--- config.mk ---
export PLATFORM = sky130hd
export DESIGN_NAME = alu_muldiv_flat
export DESIGN_NICKNAME = d
export VERILOG_FILES = /design/src/rtl/alu_muldiv_pkg.sv /design/src/rtl/alu_muldiv_if.sv /design/src/rtl/alu_muldiv_core.sv /design/src/rtl/alu_muldiv.sv /design/src/flat_wrapper.sv
export SDC_FILE = /design/constraint.sdc
export NUM_CORES = 2
export LEC_CHECK = 0
export ABC_AREA = 1
export CORE_ASPECT_RATIO = 0.8
export CORE_MARGIN = 2
export CORE_UTILIZATION = 40
export DETAILED_ROUTE_END_ITERATION = 7
export SLEW_MARGIN = 20
export SYNTH_ARGS = -nofsm -noshare
export SYNTH_HDL_FRONTEND = slang
export SYNTH_SLANG_ARGS = --single-unit
--- constraint.sdc ---
create_clock -name clk -period 5.35 [get_ports clk]
set_input_delay 0.8025 -clock clk [delete_from_list [all_inputs] [get_ports clk]]
set_output_delay 0.8025 -clock clk [all_outputs]
set_load 0.01 [all_outputs]
--- src/rtl/alu_muldiv_pkg.sv ---
// Shared definitions for the alu_muldiv execute unit: MIPS funct codes,
// mul/div FSM state encodings and small decode helpers.
package alu_muldiv_pkg;

  localparam int FUNCT_W = 6;

  // Single-cycle ALU functions
  localparam logic [5:0] FN_ADD   = 6'b100000;
  localparam logic [5:0] FN_SUB   = 6'b100010;
  localparam logic [5:0] FN_AND   = 6'b100100;
  localparam logic [5:0] FN_OR    = 6'b100101;
  localparam logic [5:0] FN_XOR   = 6'b100110;
  localparam logic [5:0] FN_NOR   = 6'b100111;
  localparam logic [5:0] FN_SLT   = 6'b101010;
  localparam logic [5:0] FN_SLL   = 6'b000000;
  localparam logic [5:0] FN_SRL   = 6'b000010;
  localparam logic [5:0] FN_SRA   = 6'b000011;

  // HI/LO moves
  localparam logic [5:0] FN_MFHI  = 6'b010000;
  localparam logic [5:0] FN_MTHI  = 6'b010001;
  localparam logic [5:0] FN_MFLO  = 6'b010010;
  localparam logic [5:0] FN_MTLO  = 6'b010011;

  // Iterative multiply / divide
  localparam logic [5:0] FN_MULT  = 6'b011000;
  localparam logic [5:0] FN_MULTU = 6'b011001;
  localparam logic [5:0] FN_DIV   = 6'b011010;
  localparam logic [5:0] FN_DIVU  = 6'b011011;

  // Mul/div sequencer states
  localparam logic [1:0] ST_IDLE  = 2'b00;
  localparam logic [1:0] ST_ITER  = 2'b01;
  localparam logic [1:0] ST_FIX   = 2'b10;

  // Flavour of a mul/div request handed to the core
  typedef struct packed {
    logic signed_op;
    logic is_div;
  } md_kind_t;

  // True for the four funct codes that run through the iterative core
  function automatic logic is_muldiv(input logic [5:0] fn);
    return (fn == FN_MULT) || (fn == FN_MULTU) || (fn == FN_DIV) || (fn == FN_DIVU);
  endfunction

  // Split a mul/div funct code into signedness and operation
  function automatic md_kind_t decode_md(input logic [5:0] fn);
    md_kind_t k;
    k.signed_op = (fn == FN_MULT) || (fn == FN_DIV);
    k.is_div    = (fn == FN_DIV)  || (fn == FN_DIVU);
    return k;
  endfunction

endpackage

--- src/rtl/alu_muldiv_if.sv ---
// Request/response bundle between the EX-stage control and alu_muldiv.
// The pipeline side is the master, the execute unit is the slave.
interface alu_muldiv_if
  import alu_muldiv_pkg::*;
#(
  parameter int WIDTH = 32
) ();

  logic               in_valid;
  logic               in_ready;
  logic [WIDTH-1:0]   a;
  logic [WIDTH-1:0]   b;
  logic [FUNCT_W-1:0] alu_control;
  logic               out_valid;
  logic [WIDTH-1:0]   result;
  logic               zero;
  logic [WIDTH-1:0]   hi;
  logic [WIDTH-1:0]   lo;
  logic               busy;

  modport master (
    output in_valid, a, b, alu_control,
    input  in_ready, out_valid, result, zero, hi, lo, busy
  );

  modport slave (
    input  in_valid, a, b, alu_control,
    output in_ready, out_valid, result, zero, hi, lo, busy
  );

endinterface

--- src/rtl/alu_muldiv_core.sv ---
// Iterative multiply/divide engine. Works on operand magnitudes for WIDTH
// cycles (shift-add multiply or restoring divide), then applies the sign
// correction during one FIX cycle while done is high.
module muldiv_core
  import alu_muldiv_pkg::*;
#(
  parameter int WIDTH = 32
) (
  input  logic             clk,
  input  logic             rst,
  input  logic             start,
  input  logic             signed_op,
  input  logic             is_div,
  input  logic [WIDTH-1:0] a,
  input  logic [WIDTH-1:0] b,
  output logic             done,
  output logic [WIDTH-1:0] hi_out,
  output logic [WIDTH-1:0] lo_out
);

  localparam int             CW       = $clog2(WIDTH);
  localparam logic [CW-1:0]  CNT_LAST = CW'(WIDTH - 1);

  logic [1:0]         state;
  logic [CW-1:0]      cnt;
  logic               div_mode;
  logic               a_neg;
  logic               b_neg;
  logic               div_zero;
  logic [WIDTH-1:0]   a_raw;
  // multiplicand for MULT*, divisor for DIV*
  logic [WIDTH-1:0]   opnd;
  // MULT*: running product {acc_hi, acc_lo}; DIV*: remainder / quotient
  logic [WIDTH-1:0]   acc_hi;
  logic [WIDTH-1:0]   acc_lo;

  logic [WIDTH:0]     mul_sum;
  logic [WIDTH:0]     div_shift;
  logic               div_fit;
  logic [WIDTH-1:0]   nxt_hi;
  logic [WIDTH-1:0]   nxt_lo;
  logic [2*WIDTH-1:0] prod;

  // Two's-complement magnitude when the operand is treated as signed
  function automatic logic [WIDTH-1:0] magnitude(input logic [WIDTH-1:0] x, input logic en);
    return (en && x[WIDTH-1]) ? -x : x;
  endfunction

  assign done = (state == ST_FIX);

  // One iteration step: add-and-shift-right for multiply, shift-and-subtract for divide
  always_comb begin
    mul_sum   = {1'b0, acc_hi} + {1'b0, (acc_lo[0] ? opnd : {WIDTH{1'b0}})};
    div_shift = {acc_hi, acc_lo[WIDTH-1]};
    div_fit   = (div_shift >= {1'b0, opnd});
    nxt_hi    = acc_hi;
    nxt_lo    = acc_lo;
    if (div_mode) begin
      if (div_fit) begin
        nxt_hi = WIDTH'(div_shift - {1'b0, opnd});
      end else begin
        nxt_hi = div_shift[WIDTH-1:0];
      end
      nxt_lo = {acc_lo[WIDTH-2:0], div_fit};
    end else begin
      nxt_hi = mul_sum[WIDTH:1];
      nxt_lo = {mul_sum[0], acc_lo[WIDTH-1:1]};
    end
  end

  // Final sign correction; divide-by-zero bypasses it and reports all-ones / dividend
  always_comb begin
    prod   = {acc_hi, acc_lo};
    hi_out = acc_hi;
    lo_out = acc_lo;
    if (div_mode) begin
      if (div_zero) begin
        lo_out = {WIDTH{1'b1}};
        hi_out = a_raw;
      end else begin
        lo_out = (a_neg ^ b_neg) ? -acc_lo : acc_lo;
        hi_out = a_neg ? -acc_hi : acc_hi;
      end
    end else begin
      {hi_out, lo_out} = (a_neg ^ b_neg) ? -prod : prod;
    end
  end

  // Sequencer IDLE -> ITER (WIDTH steps) -> FIX -> IDLE and the working registers
  always_ff @(posedge clk) begin
    if (rst) begin
      state    <= ST_IDLE;
      cnt      <= {CW{1'b0}};
      div_mode <= 1'b0;
      a_neg    <= 1'b0;
      b_neg    <= 1'b0;
      div_zero <= 1'b0;
      a_raw    <= {WIDTH{1'b0}};
      opnd     <= {WIDTH{1'b0}};
      acc_hi   <= {WIDTH{1'b0}};
      acc_lo   <= {WIDTH{1'b0}};
    end else begin
      case (state)
        ST_IDLE: begin
          if (start) begin
            state    <= ST_ITER;
            cnt      <= {CW{1'b0}};
            div_mode <= is_div;
            a_neg    <= signed_op & a[WIDTH-1];
            b_neg    <= signed_op & b[WIDTH-1];
            div_zero <= (b == {WIDTH{1'b0}});
            a_raw    <= a;
            acc_hi   <= {WIDTH{1'b0}};
            if (is_div) begin
              acc_lo <= magnitude(a, signed_op);
              opnd   <= magnitude(b, signed_op);
            end else begin
              acc_lo <= magnitude(b, signed_op);
              opnd   <= magnitude(a, signed_op);
            end
          end
        end
        ST_ITER: begin
          acc_hi <= nxt_hi;
          acc_lo <= nxt_lo;
          if (cnt == CNT_LAST) begin
            state <= ST_FIX;
          end else begin
            cnt <= cnt + CW'(1);
          end
        end
        ST_FIX: begin
          state <= ST_IDLE;
        end
        default: begin
          state <= ST_IDLE;
        end
      endcase
    end
  end

endmodule

--- src/rtl/alu_muldiv.sv ---
// EX-stage integer execute unit: single-cycle ALU ops, HI/LO moves and an
// iterative multiply/divide core. One op in flight; all outputs registered.
module alu_muldiv
  import alu_muldiv_pkg::*;
#(
  parameter int WIDTH = 32
) (
  input  logic         clk,
  input  logic         rst,
  alu_muldiv_if.slave  bus
);

  localparam int SHW = $clog2(WIDTH);

  logic             accept;
  logic             md_op;
  md_kind_t         kind;
  logic [SHW-1:0]   sh;
  logic [WIDTH-1:0] single_res;
  logic             core_done;
  logic [WIDTH-1:0] core_hi;
  logic [WIDTH-1:0] core_lo;

  assign accept = bus.in_valid & bus.in_ready;
  assign md_op  = is_muldiv(bus.alu_control);
  assign kind   = decode_md(bus.alu_control);
  assign sh     = bus.b[SHW-1:0];

  muldiv_core #(.WIDTH(WIDTH)) u_core (
    .clk       (clk),
    .rst       (rst),
    .start     (accept & md_op),
    .signed_op (kind.signed_op),
    .is_div    (kind.is_div),
    .a         (bus.a),
    .b         (bus.b),
    .done      (core_done),
    .hi_out    (core_hi),
    .lo_out    (core_lo)
  );

  // Result of every latency-1 function; unknown codes produce zero
  always_comb begin
    single_res = {WIDTH{1'b0}};
    case (bus.alu_control)
      FN_ADD:  single_res = bus.a + bus.b;
      FN_SUB:  single_res = bus.a - bus.b;
      FN_AND:  single_res = bus.a & bus.b;
      FN_OR:   single_res = bus.a | bus.b;
      FN_XOR:  single_res = bus.a ^ bus.b;
      FN_NOR:  single_res = ~(bus.a | bus.b);
      FN_SLT:  single_res = ($signed(bus.a) < $signed(bus.b)) ? {{(WIDTH-1){1'b0}}, 1'b1}
                                                               : {WIDTH{1'b0}};
      FN_SLL:  single_res = bus.a << sh;
      FN_SRL:  single_res = bus.a >> sh;
      FN_SRA:  single_res = $signed(bus.a) >>> sh;
      FN_MFHI: single_res = bus.hi;
      FN_MFLO: single_res = bus.lo;
      FN_MTHI: single_res = bus.a;
      FN_MTLO: single_res = bus.a;
      default: single_res = {WIDTH{1'b0}};
    endcase
  end

  // Handshake, registered result/zero and the architectural HI/LO registers
  always_ff @(posedge clk) begin
    if (rst) begin
      bus.in_ready  <= 1'b1;
      bus.busy      <= 1'b0;
      bus.out_valid <= 1'b0;
      bus.result    <= {WIDTH{1'b0}};
      bus.zero      <= 1'b1;
      bus.hi        <= {WIDTH{1'b0}};
      bus.lo        <= {WIDTH{1'b0}};
    end else begin
      bus.out_valid <= 1'b0;
      if (accept) begin
        if (md_op) begin
          bus.in_ready <= 1'b0;
          bus.busy     <= 1'b1;
        end else begin
          bus.out_valid <= 1'b1;
          bus.result    <= single_res;
          bus.zero      <= (single_res == {WIDTH{1'b0}});
          if (bus.alu_control == FN_MTHI) begin
            bus.hi <= bus.a;
          end
          if (bus.alu_control == FN_MTLO) begin
            bus.lo <= bus.a;
          end
        end
      end else if (core_done) begin
        bus.in_ready  <= 1'b1;
        bus.busy      <= 1'b0;
        bus.out_valid <= 1'b1;
        bus.result    <= core_lo;
        bus.zero      <= (core_lo == {WIDTH{1'b0}});
        bus.hi        <= core_hi;
        bus.lo        <= core_lo;
      end
    end
  end

endmodule
--- src/flat_wrapper.sv ---
// flat-port wrapper written by rule: the top's interface ports become plain ports
module alu_muldiv_flat import alu_muldiv_pkg::*;
#(
  parameter int WIDTH = 32
)
  (clk, rst, bus_in_valid, bus_a, bus_b, bus_alu_control, bus_in_ready, bus_out_valid, bus_result, bus_zero, bus_hi, bus_lo, bus_busy);
  alu_muldiv_if #(.WIDTH(WIDTH)) bus_i ();
  input  logic clk;
  input  logic rst;
  input wire logic [$bits(bus_i.in_valid)-1:0] bus_in_valid;
  input wire logic [$bits(bus_i.a)-1:0] bus_a;
  input wire logic [$bits(bus_i.b)-1:0] bus_b;
  input wire logic [$bits(bus_i.alu_control)-1:0] bus_alu_control;
  output wire logic [$bits(bus_i.in_ready)-1:0] bus_in_ready;
  output wire logic [$bits(bus_i.out_valid)-1:0] bus_out_valid;
  output wire logic [$bits(bus_i.result)-1:0] bus_result;
  output wire logic [$bits(bus_i.zero)-1:0] bus_zero;
  output wire logic [$bits(bus_i.hi)-1:0] bus_hi;
  output wire logic [$bits(bus_i.lo)-1:0] bus_lo;
  output wire logic [$bits(bus_i.busy)-1:0] bus_busy;
  assign bus_i.in_valid = bus_in_valid;
  assign bus_i.a = bus_a;
  assign bus_i.b = bus_b;
  assign bus_i.alu_control = bus_alu_control;
  assign bus_in_ready = bus_i.in_ready;
  assign bus_out_valid = bus_i.out_valid;
  assign bus_result = bus_i.result;
  assign bus_zero = bus_i.zero;
  assign bus_hi = bus_i.hi;
  assign bus_lo = bus_i.lo;
  assign bus_busy = bus_i.busy;
  alu_muldiv #(.WIDTH(WIDTH)) u_core (.clk(clk), .rst(rst), .bus(bus_i));
endmodule
# Word level (Yosys, flattened, before mapping)
# Index checks and enable logic that the tools add are counted.
[word_totals] register_bits=239 input_bits=73 out_inout_bits=100 word_cells=140
[classes] n_addsub=10 order_cmp=2 eq_ne=27 shift=3 muxes=49 bitwise=9 reduce_logical=23
[op_table] op="32-bit two-way mux" count=26
[op_table] op="32-bit one-hot mux with 13 select lines" count=1
[op_table] op="32-bit negator" count=4
[op_table] op="32-bit one-hot mux with 2 select lines" count=2
[op_table] op="32-bit logical NOT" count=3
[op_table] op="64-bit two-way mux" count=1
[op_table] op="64-bit negator" count=1
[op_table] op="32-bit subtractor" count=2
[op_table] op="6-bit by 5-bit equality test with 1-bit output, second input constant" count=8
[op_table] op="6-bit equality test, second input constant" count=7
[op_table] op="32-bit by 32-bit adder with 33-bit output" count=1
[op_table] op="33-bit by 32-bit >= comparator with 1-bit output" count=1
[op_table] op="32-bit adder" count=1
[op_table] op="32-bit bitwise AND" count=1
[op_table] op="32-bit less-than comparator" count=1
[op_table] op="32-bit inverter" count=1
[op_table] op="32-bit bitwise OR" count=1
[op_table] op="32-bit by 5-bit << shifter with 32-bit output" count=1
[op_table] op="32-bit by 5-bit right shift with 32-bit output" count=1
[op_table] op="32-bit by 5-bit >>> shifter with 32-bit output" count=1
[op_table] op="32-bit bitwise XOR" count=1
[op_table] op="2-bit != test, second input constant" count=7
[op_table] op="1-bit two-way mux" count=13
[op_table] op="6-bit by 2-bit equality test with 1-bit output, second input constant" count=2
[op_table] op="18 further kinds" count=35

# Depth between registers and ports, before layout
[depth] word_depth=7 depth_mapped=28 depth_no_buf=24

# By module
# Synthesis repeated with hierarchy kept, for this count alone.
[unflattened] hier_cells=6113 area_unflattened_um2=32444.9
[by_module_without_submodules] mod="muldiv_core" instances=1 cells_each=3230 area_each_um2=17252.8 seq_area_each_um2=2782.7
[by_module_without_submodules] mod="alu_muldiv" instances=1 cells_each=2883 area_each_um2=15192.1 seq_area_each_um2=2001.9

# Worst setup path after synthesis
# Ideal clock, no wire load.
[synth_timing] path_kind="input -> register" from="in bus_b[4]" to="reg u_core.bus.zero" setup_time_ps=59 t_arrival_ps=3420 required_time_ps=5291 slack_ps=1871 cell_stages=23 path_buffers=4 path_cell_list="buf_6 > clkinv_2 > clkbuf_1 > clkbuf_1 > ha_1 > buf_2 > a21oi_1 > o21bai_1 > nand2_1 > nand3_1 > nand2_1 > nand2_1 > o21ai_0 > nor2_1 > nor2_1 > nand2_1 > nor2_1 > nand3_1 > nor2_1 > nand2_1 > nand2_1 > nand2_1 > nand2_1"
[synth_via] elab_chain_cells=6 word_cells_on_any_way=15 cone_classes="add/sub (2); order compare (1); shift (3); mux (4); bitwise (4); reduce/logical (1)"
[synth_lines] element="from (decl)" line="flat_wrapper.sv:12" source="input wire logic [$bits(bus_i.b)-1:0] bus_b;"
[synth_lines] element="32-bit less-than comparator or 32-bit bitwise OR (tied branches)" line="alu_muldiv.sv:52, alu_muldiv.sv:49, alu_muldiv.sv:51"
[synth_lines] element="1-bit two-way mux or 32-bit inverter (tied branches)" line="alu_muldiv.sv:52, alu_muldiv.sv:51"
[synth_lines] element="32-bit one-hot mux with 13 select lines (*)" line="alu_muldiv.sv:45" source="case (bus.alu_control)"
[synth_lines] element="32-bit logical NOT (*)" line="alu_muldiv.sv:84" source="bus.zero <= (single_res == {WIDTH{1'b0}});"
[synth_lines] element="1-bit two-way mux (*)" line="alu_muldiv.sv:78" source="if (md_op) begin"
[synth_lines] element="1-bit two-way mux (*)" line="alu_muldiv.sv:77" source="if (accept) begin"
[synth_lines] element="to (signal assigned)" line="alu_muldiv.sv:84"
[synth_lines] element="to (signal assigned)" line="alu_muldiv.sv:97" source="bus.zero <= (core_lo == {WIDTH{1'b0}});"
[synth_lines] element="to (decl)" line="alu_muldiv_if.sv:28" source="output in_ready, out_valid, result, zero, hi, lo, busy"
# Mark *: on every way between the ends. The rest lies on a longest branch, timed or not. The select of a mux whose other input is x is not followed.
# A chain may end at the register's enable or synchronous reset.

# Final worst setup path
[layout_timing] from="in bus_a[7]" to="reg u_core.bus.zero"
[layout_via] elab_chain_cells=6 word_cells_on_any_way=15 cone_classes="add/sub (2); order compare (1); shift (3); mux (4); bitwise (4); reduce/logical (1)"
[layout_lines] element="from (decl)" line="flat_wrapper.sv:11" source="input wire logic [$bits(bus_i.a)-1:0] bus_a;"
[layout_lines] element="32-bit less-than comparator or 32-bit bitwise OR (tied branches)" line="alu_muldiv.sv:52, alu_muldiv.sv:49, alu_muldiv.sv:51"
[layout_lines] element="1-bit two-way mux or 32-bit inverter (tied branches)" line="alu_muldiv.sv:52, alu_muldiv.sv:51"
[layout_lines] element="32-bit one-hot mux with 13 select lines (*)" line="alu_muldiv.sv:45"
[layout_lines] element="32-bit logical NOT (*)" line="alu_muldiv.sv:84"
[layout_lines] element="1-bit two-way mux (*)" line="alu_muldiv.sv:78"
[layout_lines] element="1-bit two-way mux (*)" line="alu_muldiv.sv:77"
# Marks and branches as above.

==> impl_results.rst <==
.. list-table::
   :header-rows: 1

   * - Metric
     - Value
   * - Result of the run
     - finished, final reports clean
   * - Global-route wire length before repair
     - approximately 270000 um
   * - Detailed Route Iter0 Violations
     - around 8000
   * - Crit Reg-Reg Startpoint
     - u_core.u_core.acc_hi[29]
   * - Most instantiated library cell after synthesis
     - nand2_1
   * - Smallest setup slack after layout
     - 0.706 ns
   * - Synth unique cells
     - 61
   * - Number of instances resized during post-cts repair
     - 0
   * - Total grt overflow
     - 0
   * - Setup repair after global routing missed its margin
     - false
   * - Switching Share
     - 0.436
   * - Maximum number of pins on one net before global-route repair
     - 83
   * - Post-synthesis cell type with the largest combined area
     - nand2_1
   * - Top cells by area in the synthesized netlist
     - nand2_1, dfxtp_1, nand3_1
   * - Endpoint, Worst Hold
     - u_core.bus.result[0]
   * - Placeable core region
     - approximately 74000 um2
   * - Hold-fix buffer count after cts
     - 0
   * - Maximum fanout along the worst path
     - 10
   * - Setup Skew
     - roughly 0.037 ns
   * - Peak ir drop on the vdd network
     - 269 uV
   * - Routed wire length per instance
     - ~31 um
   * - Post-CTS repair timing setup buffer count
     - 0
   * - Commonest cells post-synth
     - nand2_1, nand3_1, nor2_1
   * - Sinks on Clock Net
     - ~240
   * - Category of the critical setup timing path
     - in -> reg
   * - Clock edge transition at the registers on the reported setup and hold paths
     - roughly 0.070 ns
   * - Worst slack at placement
     - about 0.47 ns
   * - Top_reg_cell synth
     - dfxtp_1
   * - I/O pin total
     - about 170
   * - Slew at the pin closest to its max-slew limit
     - ~1.2 ns
   * - Critical Path RT
     - roughly 5.9 ns
   * - Gpl congestion
     - 1.17
   * - Number of synthesized register bits
     - 239
   * - Worst reg2reg path depth
     - 11
   * - Reg2reg setup slack
     - between 1.5 and 2 ns
   * - Number of buffers created by CTS
     - 29
   * - Chip Width
     - around 310 um
   * - Final clock period utilization by the worst path
     - 0.868
   * - Number of H-tree branching levels
     - 1
   * - Antenna violation net count after detailed routing
     - 0
   * - Warning count from the yosys run
     - 0
   * - Capturing point of the worst reg2reg path
     - u_core.u_core.acc_hi[25]
   * - Layout cells sized above 1
     - 0.0650
   * - Clock power frac
     - 0.327
   * - Router iterations before antenna repair
     - 8
   * - Count of final setup violators
     - 0
   * - Leakage power
     - 0.0162 uW
   * - Async set-or-reset flop fraction in the synthesized netlist
     - 0
   * - Net switching component of the power
     - around 2900 uW
   * - Initial core utilization
     - 0.406
   * - Antenna violations before repair
     - 13
   * - Int Power
     - between 3000 and 4000 uW
   * - Die Y-Extent
     - between 200 and 250 um
   * - HPWL after detailed placement
     - 165000 um
   * - Final hold vios
     - 0
   * - Cell chosen for the clock root
     - clkbuf_16
   * - Fraction of the yosys area taken by sequential cells
     - 0.159
   * - EDFF count, synth
     - 0
   * - Average footprint of a synthesized cell
     - between 5 and 6 um2
   * - DR DRC count
     - 0
   * - GR Util All Layers
     - 0.495
   * - Via density
     - ~6.4
   * - Nets@finish
     - around 5800
   * - Max transition margin
     - 0.165
   * - Highest attainable clock frequency
     - between 200 and 250 MHz
   * - Synth top area share
     - 0.169
   * - Power density cells
     - 191 nW/um2
   * - Time the worst path needs with I/O delays and setup
     - between 4 and 5 ns
   * - Net count after synthesis
     - between 5000 and 6000
   * - Cell Rows
     - between 80 and 90
   * - Min-delay worst type
     - reg -> reg
   * - WL final
     - between 200000 and 250000 um
   * - Accumulated negative setup slack
     - 0 ns
   * - Max cap viols
     - 0
   * - Area grow syn2layout
     - 14.8%
   * - Hold Path Depth
     - 2
   * - Combinational share of power
     - 0.374
   * - Area enclosed by the die boundary
     - between 70000 and 80000 um2
   * - Synthesized netlist cell count
     - between 5000 and 6000
   * - Final slew viol count
     - 0
   * - Post-synth design cell area
     - 30000 um2
   * - Kind of start point of the critical path
     - primary input
   * - Worst Path Arrival
     - about 5.2 ns
   * - CTS max path bufs
     - 3
   * - Port-buffer cells
     - 172
   * - Vias
     - around 42000
   * - Worst hold start
     - u_core.bus.result[0]
   * - TritonCTS clock tree
     - yes
   * - Endpoint type of the worst setup path
     - flip-flop
   * - Relative contribution of sequential cells to total power
     - 0.299
   * - Number of global-route vias before repair
     - 35900
   * - Clock latency on the worst-skew pair
     - around 0.64 ns
routing by layer:
metal | vias to the layer above | track usage | part of all wire
met3 | 453 | 0.270 | 0.19
met5 | - | 0 | 0.00051
met4 | 18 | 0.205 | 0.053
li1 | 18300 | - | -
met2 | 3527 | 0.577 | 0.34
met1 | 19400 | 0.714 | 0.42
critical path, stage by stage:
cell             delay (ns)
clkdlybuf4s50_1        0.55
clkinv_1               0.38
ha_1                   0.66
nand2_1                0.23
nor2_1                 0.40
nand3_1                0.18
nand3_1                0.28
nand2_1                0.22
nand2_1                0.15
nand2_1                0.08
nand2_1                0.07
nand2_1                0.05
nand3_1                0.08
nand3_1                0.17
nor2_1                 0.20
nand3_1                0.22
nor2_1                 0.16
nand2_1                0.12
nand2_1                0.08
nand2_1                0.05
nand2_1                0.07
layout by cell type, fill, tap and decap left out, types with 14 or more instances in the layout:
| master | instances |
|---|---|
| nand2_1 | 1348 |
| nand3_1 | 589 |
| nor2_1 | 562 |
| inv_1 | 555 |
| o21ai_0 | 484 |
| a21oi_1 | 405 |
| dfxtp_1 | 238 |
| buf_4 | 197 |
| ha_1 | 182 |
| clkdlybuf4s50_1 | 168 |
| nand4_1 | 107 |
| xor2_1 | 85 |
| a31oi_1 | 77 |
| o211ai_1 | 69 |
| nor3_1 | 67 |
| o21ai_1 | 35 |
| o22ai_1 | 32 |
| clkbuf_16 | 29 |
| inv_2 | 22 |
| o21bai_1 | 20 |
| or2_2 | 19 |
| nor4_1 | 19 |
| nor2_2 | 18 |
| xnor2_1 | 18 |
| a221oi_1 | 16 |
| o21a_1 | 16 |
| a21o_1 | 15 |
| nand3b_1 | 14 |
registers in the layout, summed over array words and instances, names as in the netlist:
| register | count |
|---|---|
| u_core.bus.in_ready | 1 |
| u_core.u_core.acc_hi | 32 |
| u_core.u_core.a_raw | 32 |
| u_core.bus.out_valid | 1 |
| u_core.u_core.acc_lo | 32 |
| u_core.bus.lo | 32 |
| u_core.u_core.state | 2 |
| u_core.u_core.div_zero | 1 |
| u_core.u_core.div_mode | 1 |
| u_core.u_core.cnt | 5 |
| u_core.u_core.opnd | 32 |
| u_core.bus.zero | 1 |
| u_core.bus.result | 32 |
| u_core.u_core.b_neg | 1 |
| u_core.bus.busy | 1 |
| u_core.bus.hi | 32 |
| u_core.u_core.a_neg | 1 |
final cells by class:
class	count	area [um2]
fill	8183	39600
antenna	2	5.00
clock buffer	36	812
clock inverter	17	180
tap	1001	1250
inverter	586	2200
multi-input combinational	4288	21900
sequential	239	4790
timing repair buffer	375	3300
power by group through the flow:
| stage | clock network, uW | logic (uW) | registers (uW) |
|---|---|---|---|
| floorplan | 0 | 1230 | 1960 |
| global placement | 0 | 2300 | 2000 |
| detailed placement | 0 | 2280 | 2000 |
| CTS | 2120 | 2290 | 1960 |
| global route | 2190 | 2530 | 1970 |
| finish | 2150 | 2460 | 1970 |
stage by stage:
stage	instance area [um2]	power [uW]	hold slack, ns	cells	util
CTS	34500	6370	0.470	6542	0.466
finish	34500	6590	0.469	6544	0.466
detailed placement	33500	4270	0.460	6489	0.452
global placement	33500	4290	0.452	6489	0.452
floorplan	30000	3190	0.445	5379	-
global route	34500	6690	0.486	6542	0.466
worst max-delay path by stage:
stage,start,to,slack (ns),depth (start not counted)
final,bus_a[7],u_core.bus.zero,0.71,21
after global routing,bus_a[7],u_core.bus.zero,0.73,21
after CTS,bus_a[7],u_core.bus.zero,1.10,21
after detailed placement,bus_a[7],u_core.bus.zero,0.47,21
after global placement,bus_a[7],u_core.bus.zero,0.37,21
after floorplan,bus_b[4],u_core.bus.zero,1.87,23
kinds of logic after synthesis:
kind of cell | Yosys count | share of synthesized area
AOI/OAI and AO/OA | 1211 | 0.223
xor gates and xnor gates | 103 | 0.0300
adders and majority gates | 186 | 0.0785
buffers and inverters | 852 | 0.111
DFF | 239 | 0.159
and+or+nand+nor | 2788 | 0.398
Note: power is estimated with default switching activity, not from simulation.
